$ cat config.mk
export PLATFORM = sky130hd
export DESIGN_NAME = chi_link_tx_channel
export DESIGN_NICKNAME = d
export VERILOG_FILES = /design/src/rtl/chi_link_tx_channel.sv
export SDC_FILE = /design/constraint.sdc
export NUM_CORES = 1
export LEC_CHECK = 0
export BUFFER_PORTS_ARGS = -buffer_cell sky130_fd_sc_hd__buf_2
export CAP_MARGIN = 20
export CORE_MARGIN = 2
export CORE_UTILIZATION = 42
export DETAILED_ROUTE_END_ITERATION = 16
export PLACE_DENSITY = 0.76
export SKIP_CTS_REPAIR_TIMING = 1
export SLEW_MARGIN = 10
export SYNTH_ARGS = -nofsm -noshare
export SYNTH_HDL_FRONTEND = slang
export SYNTH_SLANG_ARGS = --single-unit
$ cat constraint.sdc
create_clock -name clk -period 1.6 [get_ports clk]
set_input_delay 0.32 -clock clk [delete_from_list [all_inputs] [get_ports clk]]
set_output_delay 0.32 -clock clk [all_outputs]
set_load 0.01 [all_outputs]
$ cat src/rtl/chi_link_tx_channel.sv
`default_nettype none
// ============================================================================
// Module   : chi_link_tx_channel
// Purpose  : Transmit side of one CHI link-layer channel. Accepts upstream
//            flits, spends one link credit per flit, turns LCRDV pulses into
//            credit-manager increments, and on deactivation returns every held
//            credit as an all-zero LCrdReturn flit before reporting drained.
// Revision : 1.0 - initial release
// ============================================================================
module chi_link_tx_channel #(
    parameter int FLIT_WIDTH  = 117,
    parameter int MAX_CREDITS = 14
) (
    input  logic                  clk,
    input  logic                  resetn,
    input  logic                  in_valid,
    input  logic [FLIT_WIDTH-1:0] in_flit,
    output logic                  in_ready,
    input  logic                  link_run,
    input  logic                  link_deact,
    input  logic                  lcrdv,
    output logic                  flitpend,
    output logic                  flitv,
    output logic [FLIT_WIDTH-1:0] flit,
    input  logic [3:0]            cur_credits,
    output logic                  incr_credits,
    output logic                  dec_credits,
    output logic                  deact_done,
    output logic                  err_credit_ovf
);

    localparam logic [3:0] c_MAX_CRD = 4'(MAX_CREDITS);

    typedef enum logic [1:0] {
        ST_STOP    = 2'd0,
        ST_RUN     = 2'd1,
        ST_DEACT   = 2'd2,
        ST_DRAINED = 2'd3
    } state_t;

    state_t                r_state;
    state_t                w_state_nxt;
    logic                  w_send;
    logic                  w_ovf;
    logic                  r_flitv;
    logic [FLIT_WIDTH-1:0] r_flit;
    logic                  r_flitpend;
    logic                  r_incr;
    logic                  r_deact_done;
    logic                  r_err_ovf;

    // State register
    always_ff @(posedge clk) begin
        if (!resetn) begin
            r_state <= ST_STOP;
        end else begin
            r_state <= w_state_nxt;
        end
    end

    // Next-state, send decision and handshake outputs
    always_comb begin
        w_state_nxt = r_state;
        w_send      = 1'b0;
        in_ready    = 1'b0;
        dec_credits = 1'b0;

        // A send in a reset cycle is never launched, so the credit is not spent
        if (resetn && (cur_credits != 4'd0)) begin
            w_send = ((r_state == ST_RUN) && in_valid) || (r_state == ST_DEACT);
        end
        in_ready    = w_send && (r_state == ST_RUN);
        dec_credits = w_send;

        case (r_state)
            ST_STOP: begin
                if (link_run) w_state_nxt = ST_RUN;
            end
            ST_RUN: begin
                if (link_deact)     w_state_nxt = ST_DEACT;
                else if (!link_run) w_state_nxt = ST_STOP;
            end
            ST_DEACT: begin
                // Drained only once no credit is held or still in flight
                if ((cur_credits == 4'd0) && !r_incr && !lcrdv) w_state_nxt = ST_DRAINED;
            end
            ST_DRAINED: begin
                if (lcrdv)            w_state_nxt = ST_DEACT;
                else if (!link_deact) w_state_nxt = ST_STOP;
            end
            default: w_state_nxt = ST_STOP;
        endcase
    end

    // A credit arriving at the ceiling with none being spent cannot be counted
    assign w_ovf = lcrdv && (cur_credits == c_MAX_CRD) && !w_send;

    // Link-side registers, credit capture and status flags
    always_ff @(posedge clk) begin
        if (!resetn) begin
            r_flitv      <= 1'b0;
            r_flit       <= '0;
            r_flitpend   <= 1'b0;
            r_incr       <= 1'b0;
            r_deact_done <= 1'b0;
            r_err_ovf    <= 1'b0;
        end else begin
            r_flitv <= w_send;
            if (w_send) begin
                r_flit <= (r_state == ST_RUN) ? in_flit : '0;
            end
            // Follows the next state so FLITPEND leads the first FLITV
            r_flitpend   <= (w_state_nxt == ST_RUN) || (w_state_nxt == ST_DEACT);
            r_incr       <= lcrdv && !w_ovf;
            r_deact_done <= (r_state == ST_DRAINED);
            if (w_ovf) begin
                r_err_ovf <= 1'b1;
            end
        end
    end

    assign flitv          = r_flitv;
    assign flit           = r_flit;
    assign flitpend       = r_flitpend;
    assign incr_credits   = r_incr;
    assign deact_done     = r_deact_done;
    assign err_credit_ovf = r_err_ovf;

endmodule
`default_nettype wire

==> results of run 1 <==
## how the worst max path moves through the flow
stage / from / depth (start not counted) / to
after floorplan: cur_credits[1] / 4 / in_ready
after global placement: cur_credits[1] / 4 / in_ready
after detailed placement: cur_credits[1] / 4 / in_ready
after CTS: r_state[1] / 3 / in_ready
after global routing: r_state[1] / 3 / dec_credits
final: r_state[1] / 3 / in_ready
## per-stage QoR
| stage | instances | setup TNS [ns] | hold slack (ns) | setup WS (ns) |
|---|---|---|---|---|
| floorplan | 695 | 0 | 0.442 | 0.0180 |
| global placement | 1072 | -2.38 | 0.445 | -0.0882 |
| detailed placement | 1072 | -4.17 | 0.442 | -0.0818 |
| CTS | 1103 | -0.708 | 0.160 | -0.358 |
| global route | 1109 | -0.269 | 0.171 | -0.140 |
| finish | 1109 | -0.184 | 0.179 | -0.0955 |
## logic make-up after synthesis
logic type	Yosys count	synth area share (%)
AO/OA/AOI/OAI	124	14.5
buffers and inverters	80	8.57
flip-flops	124	45.4
AND/OR/NAND/NOR	367	31.6
## cells in the final DEF (no fill, tap or decap)
cell type   netlist  layout
dfxtp_1         124     122
clkinv_2          0       3
a211oi_1          2       1
and3_1            2       2
and4b_4           0       1
and2_1            2       1
o32ai_1           1       1
clkbuf_8          0       5
nand3b_1          1       1
nor2_1            1       1
or4_4             1       1
clkbuf_1         15       3
or4b_1            1       1
bufinv_16         0       3
nand3_1         234     234
o221ai_2          1       1
nand4_1           1       1
inv_1             1       1
buf_2            48     249
nand2_1         117     117
clkinvlp_4        0       1
a21bo_2           1       1
dfxtp_4           0       1
dfxtp_2           0       1
a211oi_2          0       1
a31oi_1         117     117
a22oi_1           1       1
buf_4             1      26
a21oi_1           1       1
nand4b_1          1       1
and4b_1           2       1
nor4_2            0       1
and2_4            0       1
buf_6            14       1
clkbuf_16         0      17
buf_12            0      13
nand2b_1          3       2
nand2b_4          0       1
## area by class of cell
class                      instances  area share (%)
timing repair buffer             289            22.6
multi-input combinational        491            33.6
clock buffer                      25            6.67
inverter                           2           0.115
clock inverter                     6            1.42
sequential                       124            32.8
tap                              172            2.84
## layer usage
layer	wire, um	track usage, %	part of all wire [%]	vias up
li1	-	-	-	2990
met1	7440	31.6	42	2867
met2	8110	37.2	46	326
met3	1660	8.06	9.4	31
met4	393	9.64	2.2	0
met5	0	0	0	-
## sequential cells by signal, indices dropped and copies added (netlist names)
signal / cells
incr_credits: 1
flitv: 1
flitpend: 1
deact_done: 1
flit: 117
err_credit_ovf: 1
r_state: 2
## worst reg2reg max path, delay by kind of cell (launching register included)
family	cells	cell delay (ns)
compound gates	1	0.09
buf+inv	4	0.62
flops	1	0.36
simple gates	2	0.34
## cell usage after synthesis (2+ instances only)
cell	n	area (um^2)
buf_6	14	158
nand2b_1	3	18.8
a211oi_1	2	15.0
and2_1	2	12.5
dfxtp_1	124	2480
nand2_1	117	439
and4b_1	2	20.0
clkbuf_1	15	56.3
buf_2	48	240
a31oi_1	117	732
nand3_1	234	1170
and3_1	2	12.5
## report_power, final
part / internal [mW] / switching (mW) / total, mW
logic: 0.311 / 0.385 / 0.696
registers: 3.16 / 0.0512 / 3.21
clock network: 2.64 / 1.34 / 3.98
==> flow_metrics.env, run 1 <==
export IMPL_final_nets=1052
export IMPL_worstSetupPathType="reg -> out"
export IMPL_setup_viol_count_final=2
export IMPL_worst_slew_pin_slew_ns=0.301
export IMPL_grt_pass1_wl_um=28100
export IMPL_core_um2=12700
export IMPL_cp_top_family="simple AND/OR/NAND/NOR gates"
export IMPL_vias=6214
export IMPL_async_reset_ff_share_pct=0
export IMPL_io_pins=251
export IMPL_fin_ws_ns=-0.0955
export IMPL_drive_above_1_share_pct=35.0
export IMPL_hold_viol_final=0
export IMPL_period_share_pct=106
export IMPL_ys_flop_type="dfxtp_1"
export IMPL_p_leak_nw=3.07
export IMPL_grt_pass1_vias=5603
export IMPL_die_h_um=118
export IMPL_critPathCaptureType="primary output"
export IMPL_grt_setup_unrepaired="true"
export IMPL_chipWidth_um=118
export IMPL_synth_edf_count=0
export IMPL_n_fill_cell=1134
export IMPL_drc=0
export IMPL_cp_start_kind="flip-flop"
export IMPL_rr_worst_depth=7
export IMPL_syn_avg_cell_area_um2=7.87
export IMPL_drtAntennaViolNets=0
export IMPL_critical_path_required_ns=1.28
export IMPL_clock_root_buffer="clkbuf_16"
export IMPL_hold_path_endpoint="flit[87]"
export IMPL_reg2reg_from="r_state[1]"
export IMPL_slew_headroom_pct=79.9
export IMPL_path_buf_inv=1
export IMPL_total_power_mw=7.89
export IMPL_insertion_delay_ns=0.41
export IMPL_min_period_ns=1.70
export IMPL_fin_area_um2=7580
export IMPL_wl_um=17600
export IMPL_hpwl_um=11500
export IMPL_drv_cap=0
export IMPL_areaGrowthSynthToFinish_pct=38.6
export IMPL_grt_antenna_before_repair=0
export IMPL_peakVddDrop_uv=626
export IMPL_fin_util_pct=59.8
export IMPL_cts_buffers=17
export IMPL_cts_htree_levels=4
export IMPL_dieArea_um2=14000
export IMPL_cts_sinks=124
export IMPL_cp_max_fo=5
export IMPL_core_rowCount=41
export IMPL_cts_path_max_buffers=2
export IMPL_synth_distinct_cells=27
export IMPL_grt_ovfl_total=0
export IMPL_portBuffers=250
export IMPL_critPathArrivalTime_ns=1.38
export IMPL_fmax_mhz=590
export IMPL_synth_net_count=822
export IMPL_drv_slew=0
export IMPL_dr_first_iter_drc_count=732
export IMPL_netlist_area_um2=5470
export IMPL_synth_seq_cells=124
export IMPL_grt_max_degree=63
export IMPL_clock_skew_ns=0.00547
export IMPL_clkTransAtPathRegs_ns=0.06
export IMPL_status="complete, but fails checks"
export IMPL_slowest_stage="dfxtp_4"
export IMPL_grtUsageTotal_pct=24.3
export IMPL_vias_per_cell=5.60
export IMPL_hold_class="in -> reg"
export IMPL_netlist_instances=695
export IMPL_cts_tree="done"
export IMPL_rr_endpoint="flit[48]"
export IMPL_regToRegSetupSlack_ns=0.08
export IMPL_gp_congestion=0.819
export IMPL_ys_seq_area_share_pct=45.4
export IMPL_start_util_pct=43.2
export IMPL_p_per_area_nw_per_um2=1040
export IMPL_violations="setup timing"
export IMPL_multi_input_area_um2=2550
export IMPL_antenna_cells=0
export IMPL_whs_path_depth=3
export IMPL_min_delay_start="in_flit[87]"
export IMPL_cp_cell_sequence="and4b_4 > and2_4 > buf_6"
export IMPL_yosysWarningCount=0
export IMPL_dr_pass1_iters=5
export IMPL_wire_per_inst_um=15.9
export IMPL_regArea_um2=2490
export IMPL_place_area_um2=6910
export IMPL_cpPeakStageDelay_ns=0.36
No activity file was read; power rests on OpenSTA's default activity.
==> inputs of run 2 (changes only) <==
--- a/config.mk
+++ b/config.mk
@@ -5,12 +5,13 @@
 export SDC_FILE = /design/constraint.sdc
 export NUM_CORES = 1
 export LEC_CHECK = 0
+export ABC_AREA = 1
 export BUFFER_PORTS_ARGS = -buffer_cell sky130_fd_sc_hd__buf_2
 export CAP_MARGIN = 20
 export CORE_MARGIN = 2
-export CORE_UTILIZATION = 42
+export CORE_UTILIZATION = 41
 export DETAILED_ROUTE_END_ITERATION = 16
-export PLACE_DENSITY = 0.76
+export PLACE_DENSITY = 0.77
 export SKIP_CTS_REPAIR_TIMING = 1
 export SLEW_MARGIN = 10
 export SYNTH_ARGS = -nofsm -noshare
==> run 2 against run 1 <==
  * The flow still finishes with violations (setup timing)
  * Count of clock-buffer cells in the layout fell by 5
  * First-iteration DRC count shrank 35%
  * Maximum frequency rose by 1.7%
  * Clock skew increased by 0.0024 ns
  * Combinational power is 1% higher
  * Flip-flop and latch count unchanged
  * Synthesized cell count shrank 16%
  * Hold slack gained 0.0082 ns
  * Critical endpoint unchanged
  * Largest cell class is now registers
  * Largest power group unchanged
==> flow_metrics.env, run 2 <==
export IMPL_status="complete, but fails checks"
export IMPL_violations="setup timing"
export IMPL_antenna_cells=0
export IMPL_multi_input_area_um2=1950
export IMPL_drv_cap=0
export IMPL_drc=0
export IMPL_p_leak_nw=3.04
export IMPL_cts_path_max_buffers=2
export IMPL_drtAntennaViolNets=0
export IMPL_grt_ovfl_total=0
export IMPL_yosysWarningCount=0
export IMPL_yosysMostFrequentCell="nand2_1"
export IMPL_critical_path_required_ns=1.28
export IMPL_synth_distinct_cells=19
export IMPL_dr_pass1_iters=4
export IMPL_ys_seq_area_share_pct=51.7
export IMPL_async_reset_ff_share_pct=0
export IMPL_crit_path_end="in_ready"
export IMPL_cp_start_kind="flip-flop"
export IMPL_gp_congestion=0.800
export IMPL_layout_commonest_cell="buf_2"
export IMPL_cts_sinks=124
export IMPL_worst_slew_pin_slew_ns=0.346
export IMPL_drive_above_1_share_pct=38.2
export IMPL_io_pins=251
export IMPL_setup_viol_count_final=2
export IMPL_clkTransAtPathRegs_ns=0.05
export IMPL_fin_util_pct=59.9
export IMPL_hpwl_um=9290
export IMPL_cts_tree="done"
export IMPL_yosys_area_top_type="dfxtp_1"
export IMPL_p_per_area_nw_per_um2=1150
export IMPL_ys_flop_type="dfxtp_1"
export IMPL_slew_headroom_pct=76.9
export IMPL_synth_top_area_share_pct=51.7
export IMPL_vias_per_cell=5.28
export IMPL_crit_start="r_state[1]"
export IMPL_vias=5104
export IMPL_hold_class="in -> reg"
export IMPL_min_period_ns=1.67
export IMPL_fin_ws_ns=-0.0669
export IMPL_cp_top_family="flip-flops"
export IMPL_regToRegSetupSlack_ns=0.18
export IMPL_synth_common_cells="132 x nand2_1, 124 x dfxtp_1, 120 x a21oi_1, 117 x nand4_1, 28 x clkbuf_1"
export IMPL_cts_buffers=17
export IMPL_dieArea_um2=12600
export IMPL_worstSetupPathType="reg -> out"
export IMPL_regArea_um2=2490
export IMPL_portBuffers=250
export IMPL_slowest_stage="dfxtp_4"
export IMPL_netlist_area_um2=4810
export IMPL_grt_pass1_wl_um=22700
export IMPL_wire_per_inst_um=14.6
export IMPL_cts_htree_levels=4
export IMPL_areaGrowthSynthToFinish_pct=42.4
export IMPL_insertion_delay_ns=0.41
export IMPL_core_um2=11400
export IMPL_grt_pass1_vias=4612
export IMPL_drv_slew=0
export IMPL_die_h_um=112
export IMPL_n_fill_cell=1062
export IMPL_reg2reg_from="r_state[1]"
export IMPL_syn_avg_cell_area_um2=8.22
export IMPL_clock_skew_ns=0.00789
export IMPL_dr_first_iter_drc_count=476
export IMPL_core_rowCount=39
export IMPL_grtUsageTotal_pct=21.9
export IMPL_synth_net_count=712
export IMPL_critPathCaptureType="primary output"
export IMPL_grt_max_degree=80
export IMPL_cp_max_fo=4
export IMPL_wl_um=14100
export IMPL_largest_reg_flops=117
export IMPL_hold_viol_final=0
export IMPL_path_buf_inv=2
export IMPL_final_nets=938
export IMPL_cp_cell_sequence="inv_4 > nand2_4 > o21ai_4 > nand3_4 > nor2_2 > buf_2"
export IMPL_chipWidth_um=112
export IMPL_rr_endpoint="flit[26]"
export IMPL_rr_worst_depth=7
export IMPL_whs_ns=0.187
export IMPL_start_util_pct=42.1
export IMPL_cp_depth=6
export IMPL_netlist_instances=585
export IMPL_grt_antenna_before_repair=0
export IMPL_layout_common_cells="248 x buf_2, 131 x nand2_1, 122 x dfxtp_1"
export IMPL_grt_setup_unrepaired="true"
export IMPL_ys_top_cells_by_area="dfxtp_1 52%, nand4_1 15%, a21oi_1 12%, nand2_1 10%, buf_6 2.3%"
export IMPL_cpPeakStageDelay_ns=0.36
export IMPL_period_share_pct=104
export IMPL_peakVddDrop_uv=684
export IMPL_clock_root_buffer="clkbuf_16"
export IMPL_synth_seq_cells=124
export IMPL_fmax_mhz=600
export IMPL_synth_edf_count=0
export IMPL_critPathArrivalTime_ns=1.35
==> run 2: cell types whose count changed in the layout (fill, tap and decap cells not counted), sizes merged, moves of 11 or more <==
cell,before,now
nand3,234,6
a21oi,1,120
a31oi,117,0
nand4,1,117
buf,289,270
nand2,117,133
inv,1,12
==> run 2: kinds of logic (layout without fill, tap and decap cells) <==
kind of cell / after synthesis / count (layout) / synth area share, %
compound gates: 121 / 121 / 12.6
buf+inv: 76 / 315 / 8.36
flops: 124 / 124 / 51.7
simple gates: 264 / 264 / 27.4
==> run 2: final cells by class <==
type                            instances  area share [%]
Clock buffer                           20            6.67
Clock inverter                         12            2.45
Inverter                               13           0.786
Multi-Input combinational cell        385            28.5
Sequential cell                       124            36.4
Tap cell                              143            2.61
Timing Repair Buffer                  270            22.6
==> run 2: where the power goes <==
part	switching [mW]	internal, mW
clock network	1.32	2.68
logic	0.410	0.294
registers	0.0348	3.16
==> run 2: per-stage QoR <==
| step | area [um^2] | setup slack [ns] | power [mW] | setup TNS (ns) | std cells |
|---|---|---|---|---|---|
| final | 6840 | -0.0669 | 7.89 | -0.0820 | 967 |
| after global routing | 6840 | -0.151 | 8.22 | -0.238 | 967 |
| after CTS | 6790 | -0.320 | 7.94 | -0.594 | 964 |
| after detailed placement | 6160 | 0.0296 | 3.94 | 0 | 932 |
| after global placement | 6160 | 0.0598 | 3.93 | 0 | 932 |
| after floorplan | 4810 | 0.198 | 3.62 | 0 | 585 |
==> run 2: worst min path at each step <==
stage / start / endpoint / slack (ns) / depth (start not counted)
5_1_grt: in_flit[94] / flit[94] / 0.18 / 3
2_1_floorplan: lcrdv / incr_credits / 0.44 / 2
6_report: lcrdv / incr_credits / 0.19 / 3
3_5_place_dp: flit[108] / flit[108] / 0.45 / 2
3_3_place_gp: flit[47] / flit[47] / 0.45 / 2
4_1_cts: lcrdv / incr_credits / 0.17 / 3
==> run 2: metal layers <==
layer / global-route usage, % / routed length (um) / vias to the layer above
li1: - / - / 2527
met1: 28.3 / 6020 / 2343
met2: 34.4 / 6660 / 207
met3: 6.75 / 1120 / 27
met4: 8.54 / 307 / 0
met5: 0 / 0 / -
==> run 2: tightest hold or removal path, stage by stage <==
cell	delay, ns
buf_2	0.13
nand2_1	0.07
nor2_1	0.03
